$ cat config.mk
export PLATFORM = sky130hd
export DESIGN_NAME = channel_accum_tree
export DESIGN_NICKNAME = d
export VERILOG_FILES = /design/src/rtl/channel_accum_tree.sv
export SDC_FILE = /design/constraint.sdc
export NUM_CORES = 1
export LEC_CHECK = 0
export ABC_CLOCK_PERIOD_IN_PS = 5150
export BUFFER_PORTS_ARGS = -buffer_cell sky130_fd_sc_hd__buf_2
export CORE_UTILIZATION = 34
export DETAILED_ROUTE_END_ITERATION = 6
export PLACE_DENSITY = 0.7
export REMOVE_ABC_BUFFERS = 1
export SLEW_MARGIN = 20
export SYNTH_ARGS = -nofsm -noshare
export SYNTH_HDL_FRONTEND = slang
export SYNTH_SLANG_ARGS = --single-unit
$ cat constraint.sdc
create_clock -name clk -period 5.15 [get_ports clk]
set_clock_uncertainty 0.05 [all_clocks]
set_input_delay 0.2575 -clock clk [delete_from_list [all_inputs] [get_ports clk]]
set_output_delay 0.2575 -clock clk [all_outputs]
set_load 0.1 [all_outputs]
$ cat src/rtl/channel_accum_tree.sv
`default_nettype none
// ============================================================================
// Module      : channel_accum_tree
// Description : Sums NUM_IN signed products per beat with an adder tree,
//               accumulates ACC_CH beats plus a bias, then applies optional
//               ReLU and saturation before presenting one result through a
//               valid/ready output handshake.
// Revision    : 1.0 - initial release
// ============================================================================
module channel_accum_tree #(
   parameter int DATA_W  = 16,
   parameter int NUM_IN  = 9,
   parameter int ACC_CH  = 8,
   parameter int SAT_EN  = 1,
   parameter int RELU_EN = 1
) (
   input  logic                     clk,
   input  logic                     rst,
   input  logic                     flush,
   input  logic                     in_valid,
   output logic                     in_ready,
   input  logic [NUM_IN*DATA_W-1:0] in_data,
   input  logic [DATA_W-1:0]        bias,
   output logic                     out_valid,
   input  logic                     out_ready,
   output logic [DATA_W-1:0]        out_data,
   output logic                     busy
);

   // Wide enough that NUM_IN*ACC_CH full-scale operands plus the bias never wrap.
   localparam int ACC_W  = DATA_W + $clog2(NUM_IN * ACC_CH) + 1;
   localparam int CNT_W  = (ACC_CH > 1) ? $clog2(ACC_CH) : 1;
   localparam int LEAVES = 1 << $clog2(NUM_IN);
   localparam int NODES  = 2 * LEAVES - 1;

   localparam logic [CNT_W-1:0]        LAST_CNT = CNT_W'(ACC_CH - 1);
   localparam logic signed [ACC_W-1:0] MAX_V    = {{(ACC_W-DATA_W+1){1'b0}}, {(DATA_W-1){1'b1}}};
   localparam logic signed [ACC_W-1:0] MIN_V    = {{(ACC_W-DATA_W+1){1'b1}}, {(DATA_W-1){1'b0}}};

   typedef enum logic {
      ST_ACC = 1'b0,
      ST_OUT = 1'b1
   } state_t;

   state_t                    state;
   state_t                    state_nxt;
   logic [CNT_W-1:0]          cnt;
   logic signed [ACC_W-1:0]   acc;
   logic signed [ACC_W-1:0]   node [NODES];
   logic signed [ACC_W-1:0]   beat_sum;
   logic signed [ACC_W-1:0]   total;
   logic [DATA_W-1:0]         result;
   logic                      transfer;
   logic                      last_beat;

   // Balanced adder tree: leaves hold sign-extended operands (zero padded to a
   // power of two), each internal node adds its two children, root is node 0.
   always_comb begin
      for (int i = 0; i < NODES; i++) begin
         node[i] = '0;
      end
      for (int i = 0; i < NUM_IN; i++) begin
         node[LEAVES-1+i] = ACC_W'($signed(in_data[i*DATA_W +: DATA_W]));
      end
      for (int i = LEAVES - 2; i >= 0; i--) begin
         node[i] = node[2*i+1] + node[2*i+2];
      end
   end

   assign beat_sum  = node[0];
   assign transfer  = in_valid && in_ready;
   assign last_beat = (cnt == LAST_CNT);
   // The first beat of a result restarts from the bias instead of the old total.
   assign total     = ((cnt == '0) ? ACC_W'($signed(bias)) : acc) + beat_sum;

   // Post-processing: ReLU first, then saturation, else truncation; the
   // truncate-then-ReLU case keeps the legacy "negative after wrap gives 0".
   always_comb begin
      result = total[DATA_W-1:0];
      if ((RELU_EN != 0) && (total < 0)) begin
         result = '0;
      end else if ((SAT_EN != 0) && (total > MAX_V)) begin
         result = MAX_V[DATA_W-1:0];
      end else if ((SAT_EN != 0) && (RELU_EN == 0) && (total < MIN_V)) begin
         result = MIN_V[DATA_W-1:0];
      end else if ((SAT_EN == 0) && (RELU_EN != 0) && total[DATA_W-1]) begin
         result = '0;
      end
   end

   // State register.
   always_ff @(posedge clk) begin
      if (rst) begin
         state <= ST_ACC;
      end else begin
         state <= state_nxt;
      end
   end

   // Next state and handshake outputs; flush always returns to accumulation.
   always_comb begin
      state_nxt = state;
      in_ready  = 1'b0;
      out_valid = 1'b0;
      case (state)
         ST_ACC: begin
            in_ready = 1'b1;
            if (transfer && last_beat) begin
               state_nxt = ST_OUT;
            end
         end
         ST_OUT: begin
            out_valid = 1'b1;
            if (out_ready) begin
               state_nxt = ST_ACC;
            end
         end
         default: state_nxt = ST_ACC;
      endcase
      if (flush) begin
         state_nxt = ST_ACC;
      end
   end

   // Beat counter, accumulator and result register.
   always_ff @(posedge clk) begin
      if (rst) begin
         cnt      <= '0;
         acc      <= '0;
         out_data <= '0;
      end else if (flush) begin
         cnt <= '0;
         acc <= '0;
      end else if (transfer) begin
         acc <= total;
         if (last_beat) begin
            cnt      <= '0;
            out_data <= result;
         end else begin
            cnt <= cnt + 1'b1;
         end
      end
   end

   assign busy = (cnt != '0) || out_valid;

endmodule
`default_nettype wire

# Word-level counts from Yosys, hierarchy flattened
# Cells that the tools add are included.
# word_totals
reg_bits	44
inputBits	165
wordCells	35
# op_classes
add_sub_neg	10
magnitude_cmp	2
n_eq_ne	1
muxes	9
bitwise_logic	2
n_reduce_logical	7
# ops
cell	n
adder 16 x 16 -> 17 bit	4
adder 17 x 17 -> 18 bit	2
two-way mux 16 bit	2
adder 24 x 20 -> 24 bit	1
greater-than comparator 24 x 16 -> 1 bit (second input constant)	1
< comparator 24 x 1 -> 1 bit (second input constant)	1
two-way mux 24 bit	1
adder 19 x 16 -> 20 bit	1
adder 18 x 18 -> 19 bit	1
two-way mux 1 bit	4
adder 3 x 1 -> 3 bit (second input constant)	1
== test 3 bit (second input constant)	1
logical NOT 3 bit	1
two-way mux 3 bit	1
AND reduction 3 bit	1
nonzero test 3 bit	1
logical AND 1 bit	2
NOT 1 bit	2
case mux 1 bit (2 select lines)	1
OR reduction 2 bit	1
logical OR 1 bit	1

# Depth between registers and ports, before layout
# Gate-level depths: netlist (run 1).
# depth
ltp_word	8
mapped_depth	20

# Worst setup path after synthesis (run 1)
# No wires, ideal clock.
# synth_path
path_kind	input-to-reg
start	input in_data[63]
end	register out_data[10]
setup_ns	0.128
t_arrival_ns	4.999
required_ns	4.972
path_slack_ns	-0.028
stages	16
cell_sequence	fa_1 inv_1 fa_1 fa_1 fa_1 inv_1 fa_1 ha_1 clkbuf_1 a31o_2 inv_1 a2111oi_1 nor3_4 buf_4 nor3b_1 a32oi_1
# synth_via
elab_chain_cells	8
# synth_lines
element	line_no	source
from (decl)	22	input logic [NUM_IN*DATA_W-1:0] in_data,
adder 16 x 16 -> 17 bit *	66	node[i] = node[2*i+1] + node[2*i+2];
adder 17 x 17 -> 18 bit *	66	
adder 18 x 18 -> 19 bit *	66	
adder 19 x 16 -> 20 bit *	66	
adder 24 x 20 -> 24 bit *	74	assign total = ((cnt == '0) ? ACC_W'($signed(bias)) : acc) + beat_sum;
greater-than comparator 24 x 16 -> 1 bit	82	end else if ((SAT_EN != 0) && (total > MAX_V)) begin
two-way mux 16 bit	82	
two-way mux 16 bit *	80	if ((RELU_EN != 0) && (total < 0)) begin
to (signal assigned)	138	out_data <= result;
to (decl)	26	output logic [DATA_W-1:0] out_data,
# Mark *: on every way between the ends. The rest lies on a longest branch, timed or not.
# A chain may end at the register's enable or synchronous reset.

# Worst setup path after layout (run 1)
# layout_path
start	input in_data[47]
end	register out_data[3]
# Same word-level chain as after synthesis.

==> results of run 1 <==
cells in the final DEF (no fill, tap or decap), drive strengths merged, types with 5 or more instances in the layout:
cell / instances
nor4: 5
inv: 188
clkbuf: 5
a32oi: 15
nor3: 12
nand2: 84
mux2i: 14
ha: 31
a31oi: 6
buf: 256
a21o: 10
nand4: 5
a21oi: 49
xor2: 6
dfxtp: 44
nand3: 11
a211oi: 6
o21ai: 12
fa: 136
nor3b: 13
xnor2: 9
nor2: 19
cell type report:
| cell class | instances | area, sq um | area share |
|---|---|---|---|
| well taps | 265 | 332 | 0.0368 |
| repair buffers | 256 | 1480 | 0.165 |
| flip-flops and latches | 44 | 881 | 0.0978 |
| clock inverters | 3 | 46.3 | 0.00514 |
| clock buffers | 5 | 125 | 0.0139 |
| multi-input cells | 503 | 5440 | 0.604 |
| inverters | 187 | 702 | 0.0780 |
flip-flops by register name, indices dropped and copies added (netlist names):
name / count
state: 1
out_data: 16
acc: 24
cnt: 3
cell families (layout without fill, tap and decap cells):
group,count (synthesis),in the layout,synth area share
compound gates,132,132,0.137
xor+xnor,15,15,0.0189
fa+ha+maj,167,167,0.447
buf+inv,213,451,0.120
flops,44,44,0.127
mux,15,15,0.0218
simple gates,174,174,0.128
through the flow:
stage / cell area, sq um / cells / utilization / setup WS (ns)
floorplan: 6820 / 734 / - / -0.133
finish: 9000 / 1263 / 0.455 / 0.174
detailed placement: 8590 / 1249 / 0.434 / -0.234
CTS: 8760 / 1257 / 0.443 / 0.0510
global route: 9000 / 1263 / 0.455 / -0.00539
global placement: 8590 / 1249 / 0.434 / -0.222
what timing repair did:
action                     in CTS  in global routing
hold buffers                    0                  0
resized for setup               0                 40
setup endpoints to repair       0                 16
buffers inserted                0                  6
routing by layer:
layer  GRT usage  part of all wire
met1       0.199              0.42
met2       0.306              0.52
met3      0.0230             0.048
met4      0.0293             0.014
met5           0                 0
worst register-to-register path, cell delays in order, from the launching register on:
cell and delay [ns]:
dfxtp_1 0.38, inv_1 0.06, ha_1 0.22, nand2b_1 0.44, a21oi_1 0.21, fa_1 0.53, inv_1 0.04, ha_2 0.31
a21o_1 0.23, a31o_2 0.27, a211o_1 0.28, mux2i_2 0.22, o22ai_2 0.13, nor4_4 0.29, buf_2 0.21, a32oi_1 0.10
path summary, 6_finish.rpt:
kind,slack [ns],startpoint,to,depth (start not counted)
hold / removal,0.19,out_ready,state$_SDFF_PP0_,3
setup reg to reg,1.06,cnt[0]$_SDFFE_PP0P_,out_data[3]$_SDFFE_PP0P_,15
setup / recovery,0.17,in_data[47],out_data[3]$_SDFFE_PP0P_,19
hold reg to reg,0.41,acc[0]$_SDFFE_PP0P_,acc[0]$_SDFFE_PP0P_,2
==> summary.txt, run 1 <==
Run status
  • Status: finished, final reports clean

Route
  • Routed len/inst: 13.1 microns
  • Initial DRC count: 199
  • Vias: 5875
  • Final WL: 16600 microns
  • Antenna viol nets, final: 0
  • Vias/cell: 4.65
  • DRC: 0
  • Drt first pass iters: 4

Placed design
  • Routability congestion estimate: 0.850
  • PortBufs: 183
  • Hpwl dp: 14200 microns

Global route
  • Pin count of the biggest net entering global routing: 30
  • Antenna violations before repair: 0
  • Vias in the first global route: 6184
  • First-pass GRT wire length: 28400 microns
  • GRT Overall Usage: 0.164
  • Remaining Overflow, GRT: 0

Final layout
  • Fillcell total: 1916
  • Final #Nets: 1329
  • Layout area overhead: 29.5%
  • Layout cells sized above 1: 0.315
  • Antenna fix cells: 0

Synthesis
  • Top cells by area, synth: fa_1 39%, dfxtp_1 13%, inv_1 10%
  • Commonest cells post-synth: 187 x inv_1, 136 x fa_1, 83 x nand2_1
  • Synth area leader: fa_1
  • Post-synthesis sequential area ratio: 0.127
  • Synthesized cell area: 0.00695 sq mm
  • YS warnings: 0
  • Count leader, synth: inv_1
  • Syn Area/Cell: 9.15 sq um
  • Post-synth top flop: dfxtp_1
  • Asr flop ratio synth: 0
  • Number of synthesized flops with an enable pin: 0
  • Synth Register Bits: 44
  • Synth cell types: 69
  • Cells after Synth: 760
  • Yosys top cell area share: 0.392

STA
  • Final period util: 0.966
  • Relative slew slack: 0.514
  • Fmax: 201 MHz
  • Fin crit period: 4.98 ns
  • Fin. max-slew vios: 0
  • Hold slack: 0.186 ns
  • Setup TNS: 0 ns
  • Slew @ Worst Pin: 0.726 ns
  • Final Hold Violating Endpoints: 0
  • Final setup violation count: 0

Critical path
  • Worst Path Arrival: 5.09 ns
  • Most frequent CP cell: fa_1
  • Critical path endpoint category: flip-flop
  • Startpoint types: input pin
  • Crit path max fanout: 4
  • Setup Crit Path Kind: input pin to flip-flop
  • CP top delay family: adder cells
  • Buf/Inv on CP: 6
  • Critical Path RT: 5.27 ns
  • Slowest-stage cell, CP: fa_1
  • Worst path max stage delay: 0.55 ns
  • Crit-path cells: buf_2, fa_1, inv_1, fa_1, fa_1, inv_1, fa_1, inv_1, fa_1, inv_1, ha_1, a21o_1, a31o_2, a211o_1, mux2i_2, o22ai_2, nor4_4, buf_2, a32oi_1

Clocking
  • Reg clk slew, reported paths: 0.07 ns
  • Sink Count: 44
  • CTS H-tree lvls: 2
  • Clock Path Buffers: 2
  • Worst-Skew Late Latency: 0.29 ns
  • CTS tree: built
  • Root buf cell: clkbuf_16
  • Total CTS buffers: 5

Floorplanning
  • I/O Pins: 184
  • Die extent in y: 145 microns
  • Starting Density: 0.351
  • Die width: 145 microns
  • Area of the die: 0.0210 sq mm
  • Num rows: 51
  • Core footprint: 0.0198 sq mm

Job
  • Number of max-cap violations: 0

Min path
  • Worst hold-check path type: input pin to flip-flop
Power of run 1 is not shown: default switching activity piles up to over one toggle a cycle in this logic, so the estimate is an artifact.
==> run 2: changes to the inputs <==
Settings changed: CORE_MARGIN from default to 3, SETUP_SLACK_MARGIN from default to 0.2.
==> run 2 against run 1 <==
- die area grew 5.6%
- via count increased by 2.0%
- sequential cell count unchanged
- largest cell class unchanged
- non-clock buffer count rose by 5
- setup slack improved by 0.053 ns
- final area grew 4.1%
- first-iteration DRC count rose by 7.5%
- routed wire length up 7.4%
==> summary.txt, run 2 (synthesis results as in run 1) <==
Critical path
  • Worst Path Arrival: 5.09 ns (about the same)
  • Critical Path RT: 5.32 ns (+0.05 ns)
  • Setup Crit Path Kind: input pin to flip-flop
  • Critical path endpoint category: flip-flop
  • Slowest-stage cell, CP: fa_1
  • Crit-path cells: buf_6, fa_1, fa_1, fa_1, inv_2, fa_1, inv_1, fa_1, fa_2, a21o_1, a221oi_4, buf_6, o21ai_4, a2111o_1, nand4_1, nand2_2, a32oi_1
  • Crit path max fanout: 7 (+3)
  • Startpoint types: input pin
  • Worst path max stage delay: 0.56 ns (about the same)
  • Most frequent CP cell: fa_1

Min path
  • Worst hold-check path type: input pin to flip-flop

Clocking
  • CTS tree: built
  • Worst-Skew Late Latency: 0.29 ns (about the same)
  • Root buf cell: clkbuf_16
  • Clock Path Buffers: 2 (unchanged)
  • Reg clk slew, reported paths: 0.07 ns (about the same)
  • Hold Buf Count CTS: 0 (unchanged)
  • Total CTS buffers: 5 (unchanged)
  • Sink Count: 44 (unchanged)
  • CTS H-tree lvls: 2 (unchanged)

Final layout
  • Layout cells sized above 1: 0.361 (+0.0459)
  • Commonest non-fill, non-tap cell in the layout: inv_1
  • Antenna fix cells: 0 (unchanged)
  • Most frequent cells in the layout: 182 x inv_1, 181 x buf_2, 133 x fa_1
  • Fin cells: 1269 (+0.48%)
  • Fillcell total: 1867 (-2.6%)
  • Final core utilization: 0.474 (+0.0188)
  • Layout area overhead: 34.9%
  • Biggest regs: acc: 24 flops, out_data: 16 flops, cnt: 3 flops
  • Largest Register: acc
  • Design Area, Final: 0.00938 sq mm (+4.1%)
  • Largest register FFs: 24 (unchanged)
  • Final #Nets: 1335 (+0.45%)

Global route
  • Pin count of the biggest net entering global routing: 31 (+3.3%)
  • Met3 GRT Util: 0.0185 (-0.00442)
  • GRT Overall Usage: 0.154 (-0.0101)
  • Remaining Overflow, GRT: 0 (unchanged)
  • Met2 usage: 0.292 (-0.0143)
  • First-pass GRT wire length: 28400 microns (-0.14%)
  • Antenna violations before repair: 0 (unchanged)
  • GRT met1 Usage: 0.191 (-0.00850)
  • Vias in the first global route: 6183 (-0.016%)
  • Layer with the highest usage: met2

Placed design
  • PortBufs: 183 (unchanged)
  • Placed Cells incl. Taps: 1247 (-0.16%)
  • Hpwl dp: 14400 microns (+1.9%)
  • Post-DP Area: 0.00857 sq mm (-0.17%)
  • Routability congestion estimate: 0.868 (+2.1%)

Route
  • Routed len/inst: 14.0 microns (+6.9%)
  • Initial DRC count: 214 (+7.5%)
  • Vias: 5990 (+2.0%)
  • Final WL: 17800 microns (+7.4%)
  • Drt first pass iters: 5 (+1)
  • Vias/cell: 4.72 (+1.5%)
  • DRC: 0 (unchanged)
  • Antenna viol nets, final: 0 (unchanged)

Floorplanning
  • Num rows: 51 (unchanged)
  • Area of the die: 0.0222 sq mm (+5.6%)
  • I/O Pins: 184 (unchanged)
  • Die width: 149 microns (+2.8%)
  • Starting Density: 0.351 (unchanged)
  • Core footprint: 0.0198 sq mm (unchanged)
  • Die extent in y: 149 microns (+2.8%)

STA
  • Final setup violation count: 0 (unchanged)
  • Relative slew slack: 0.548 (+0.0343)
  • Fin crit period: 4.92 ns (-0.0533 ns)
  • Fmax: 203 MHz (+1.1%)
  • RSZ-0062 raised after global routing: true
  • Slew @ Worst Pin: 0.675 ns (-0.0512 ns)
  • Setup TNS: 0 ns (unchanged)
  • Final period util: 0.956 (-0.0103)
  • Final Hold Violating Endpoints: 0 (unchanged)
  • Fin. max-slew vios: 0 (unchanged)

Run status
  • Status: finished, final reports clean

Job
  • Number of max-cap violations: 0 (unchanged)
==> run 2: cell types whose count changed in the layout (fill, tap and decap cells not counted), moves of 3 or more <==
cell,delta
ha_4,+11
ha_1,-10
buf_6,+5
inv_1,-5
inv_2,+5
nor3b_1,-5
nor3b_2,+5
nand2_2,+4
a21oi_1,-3
buf_2,-3
buf_4,+3
nand2_1,-3
o21ai_1,-3
o21ai_2,+3
==> run 2: timing repair <==
item | 4_1_cts | 5_1_grt
endpoints found under the setup margin | 15 | 23
gates resized for setup | 20 | 79
gates cloned | 0 | 1
pin swaps | 13 | 53
setup buffers | 4 | 9
==> run 2: final timing paths <==
path	from	end	slack, ns	depth (start not counted)
setup reg to reg	cnt[0]$_SDFFE_PP0P_	out_data[10]$_SDFFE_PP0P_	0.83	17
hold reg to reg	acc[20]$_SDFFE_PP0P_	acc[20]$_SDFFE_PP0P_	0.40	2
hold / removal	out_ready	state$_SDFF_PP0_	0.19	3
setup / recovery	in_data[130]	out_data[4]$_SDFFE_PP0P_	0.23	17
==> run 2: area by class of cell <==
type	count	area, sq um	share of cell area
multi-input combinational	504	5740	0.613
timing repair buffer	261	1550	0.165
sequential	44	881	0.0940
inverter	187	702	0.0749
tap	265	332	0.0354
clock buffer	5	125	0.0133
clock inverter	3	46.3	0.00494
==> run 2: through the flow <==
stage | setup WS (ns) | hold WS (ns)
finish | 0.228 | 0.193
global route | 0.0117 | 0.206
CTS | 0.185 | 0.190
detailed placement | -0.221 | 0.400
global placement | -0.184 | 0.393
floorplan | -0.133 | 0.386
==> run 2: critical path: cells and delay by family <==
kind | cells | cell delay (ns)
buffers and inverters | 4 | 0.36
AO/OA/AOI/OAI | 5 | 1.13
AND/OR/NAND/NOR | 2 | 0.43
adder cells (fa/ha/maj) | 6 | 2.90
==> run 2: metal layers <==
metal	vias to the layer above	part of all wire
li1	2917	-
met1	2897	0.41
met2	161	0.52
met3	15	0.049
met4	0	0.016
met5	-	0
Power of run 2 is left out for the same reason.
==> run 3: changes to the inputs <==
==> constraint.sdc (replaced) <==
create_clock -name clk -period 5.15 [get_ports clk]
set_clock_uncertainty 0.05 [all_clocks]
set_input_delay 0.7725 -clock clk [delete_from_list [all_inputs] [get_ports clk]]
set_output_delay 0.7725 -clock clk [all_outputs]
set_load 0.1 [all_outputs]
==> run 3 against run 2 <==
- the run now ends with negative setup slack left
- global-route usage up 1.3 points
- final area up 4.5%
- critical path depth up 3
- count of clock-buffer cells in the layout unchanged
- register-to-register slack worse by 0.06 ns
- maximum frequency down 11%
- cell count up 2.0%
- utilization up 2.1 points
- critical path type unchanged
- highest routed layer is now met5
==> summary.txt, run 3 (synthesis results as in run 1) <==
Run status
  • Status: finished with violations
  • Violated checks: negative setup slack

Route
  • Vias: 6266 (+4.6%)
  • Drt first pass iters: 5 (unchanged)
  • Routed len/inst: 14.7 microns (+5.0%)
  • DRC: 0 (unchanged)
  • Initial DRC count: 239 (+12%)
  • Final WL: 19100 microns (+7.1%)
  • Antenna viol nets, final: 0 (unchanged)
  • Vias/cell: 4.84 (+2.6%)

STA
  • Fin worst setup slack: -0.384 ns (-0.612 ns)
  • Final period util: 1.07 (+0.119)
  • Slew @ Worst Pin: 0.853 ns (+0.178 ns)
  • Relative slew slack: 0.429 (-0.119)
  • RSZ-0062 raised after global routing: true
  • Fmax: 181 MHz (-11%)
  • Final Hold Violating Endpoints: 0 (unchanged)
  • Fin crit period: 5.53 ns (+0.612 ns)
  • Final setup violation count: 22 (+22)
  • Fin. max-slew vios: 0 (unchanged)

Final layout
  • Fillcell total: 1817 (-2.7%)
  • Antenna fix cells: 0 (unchanged)
  • Largest Register: acc
  • Final #Nets: 1360 (+1.9%)
  • Biggest regs: acc: 24 flops, out_data: 16 flops, cnt: 3 flops
  • Layout cells sized above 1: 0.417 (+0.0564)
  • Largest register FFs: 24 (unchanged)
  • Fin cells: 1294 (+2.0%)
  • Most frequent cells in the layout: 177 x buf_2, 164 x inv_1, 130 x fa_1
  • Layout area overhead: 41.0%
  • Commonest non-fill, non-tap cell in the layout: buf_2

Critical path
  • Worst Path Arrival: 5.71 ns (+0.62 ns)
  • Critical path endpoint category: flip-flop
  • Startpoint types: input pin
  • Crit path max fanout: 7 (unchanged)
  • Setup Crit Path Kind: input pin to flip-flop
  • Critical Path RT: 5.33 ns (about the same)

Placed design
  • Hpwl dp: 14900 microns (+3.1%)
  • Placed Cells incl. Taps: 1260 (+1.0%)
  • Routability congestion estimate: 0.875 (+0.83%)
  • PortBufs: 183 (unchanged)

Global route
  • Antenna violations before repair: 1 (+1)
  • First-pass GRT wire length: 30600 microns (+7.8%)
  • GRT Overall Usage: 0.167 (+0.0130)
  • Vias in the first global route: 6536 (+5.7%)
  • Pin count of the biggest net entering global routing: 30 (-3.2%)
  • Remaining Overflow, GRT: 0 (unchanged)

Clocking
  • Hold Buf Count CTS: 0 (unchanged)
  • CTS H-tree lvls: 2 (unchanged)
  • Total CTS buffers: 5 (unchanged)
  • Reg clk slew, reported paths: 0.07 ns (about the same)
  • Clock Path Buffers: 2 (unchanged)
  • Worst-Skew Late Latency: 0.30 ns (about the same)
  • Root buf cell: clkbuf_16
  • Sink Count: 44 (unchanged)
  • CTS tree: built

Floorplanning
  • I/O Pins: 184 (unchanged)
  • Die extent in y: 149 microns (unchanged)
  • Num rows: 51 (unchanged)
  • Die width: 149 microns (unchanged)
  • Starting Density: 0.351 (unchanged)
  • Core footprint: 0.0198 sq mm (unchanged)
  • Area of the die: 0.0222 sq mm (unchanged)

Job
  • Number of max-cap violations: 0 (unchanged)

Min path
  • Worst hold-check path type: flip-flop to flip-flop
-- run 3: cell type report --
class / count / area [sq um] / area share
clock buffer: 5 / 125 / 0.0128
timing repair buffer: 286 / 1820 / 0.186
sequential: 44 / 881 / 0.0899
clock inverter: 3 / 47.5 / 0.00485
inverter: 187 / 704 / 0.0719
multi-input combinational: 504 / 5890 / 0.601
tap: 265 / 332 / 0.0338
-- run 3: worst paths after layout --
path	to	cells after the start	from	slack [ns]
setup / recovery	out_data[4]$_SDFFE_PP0P_	20	in_data[18]	-0.38
hold reg to reg	acc[0]$_SDFFE_PP0P_	2	acc[0]$_SDFFE_PP0P_	0.41
hold / removal	acc[0]$_SDFFE_PP0P_	2	acc[0]$_SDFFE_PP0P_	0.41
setup reg to reg	out_data[4]$_SDFFE_PP0P_	17	cnt[0]$_SDFFE_PP0P_	0.77
-- run 3: per-stage QoR --
stage	hold WS, ns	util	instance area [sq um]	TNS, ns	setup slack, ns
after global placement	0.392	0.438	8670	-15.66	-0.702
after floorplan	0.386	-	6820	-10.37	-0.648
after CTS	0.405	0.474	9370	-3.85	-0.250
after global routing	0.428	0.495	9800	-9.46	-0.495
final	0.408	0.495	9800	-6.22	-0.384
after detailed placement	0.398	0.438	8670	-15.60	-0.727
-- run 3: timing repair --
action                                 4_1_cts  5_1_grt
buffers inserted                            11       13
cloned                                       1        1
endpoints found under the hold margin        0        0
pin swaps                                   60       85
resized for setup                           84       80
setup endpoints to repair                   31       32
-- run 3: critical path, cell delays in order --
cell	delay, ns
buf_2	0.08
inv_1	0.05
fa_1	0.50
inv_1	0.05
fa_1	0.46
fa_1	0.50
inv_1	0.05
fa_1	0.48
inv_1	0.05
fa_2	0.46
fa_2	0.37
a21o_1	0.21
a221oi_4	0.23
buf_6	0.17
o21ai_4	0.07
buf_6	0.14
a2111o_1	0.40
nand4_1	0.25
nand2_2	0.18
a32oi_1	0.22
-- run 3: layer usage --
| layer | global-route usage | vias to the layer above | routed length, microns |
|---|---|---|---|
| met1 | 0.201 | 3075 | 7450 |
| met4 | 0.0339 | 2 | 391 |
| met3 | 0.0225 | 31 | 1060 |
| met2 | 0.317 | 193 | 10100 |
| li1 | - | 2965 | - |
| met5 | 0 | - | 13 |
Power of run 3 is left out for the same reason.
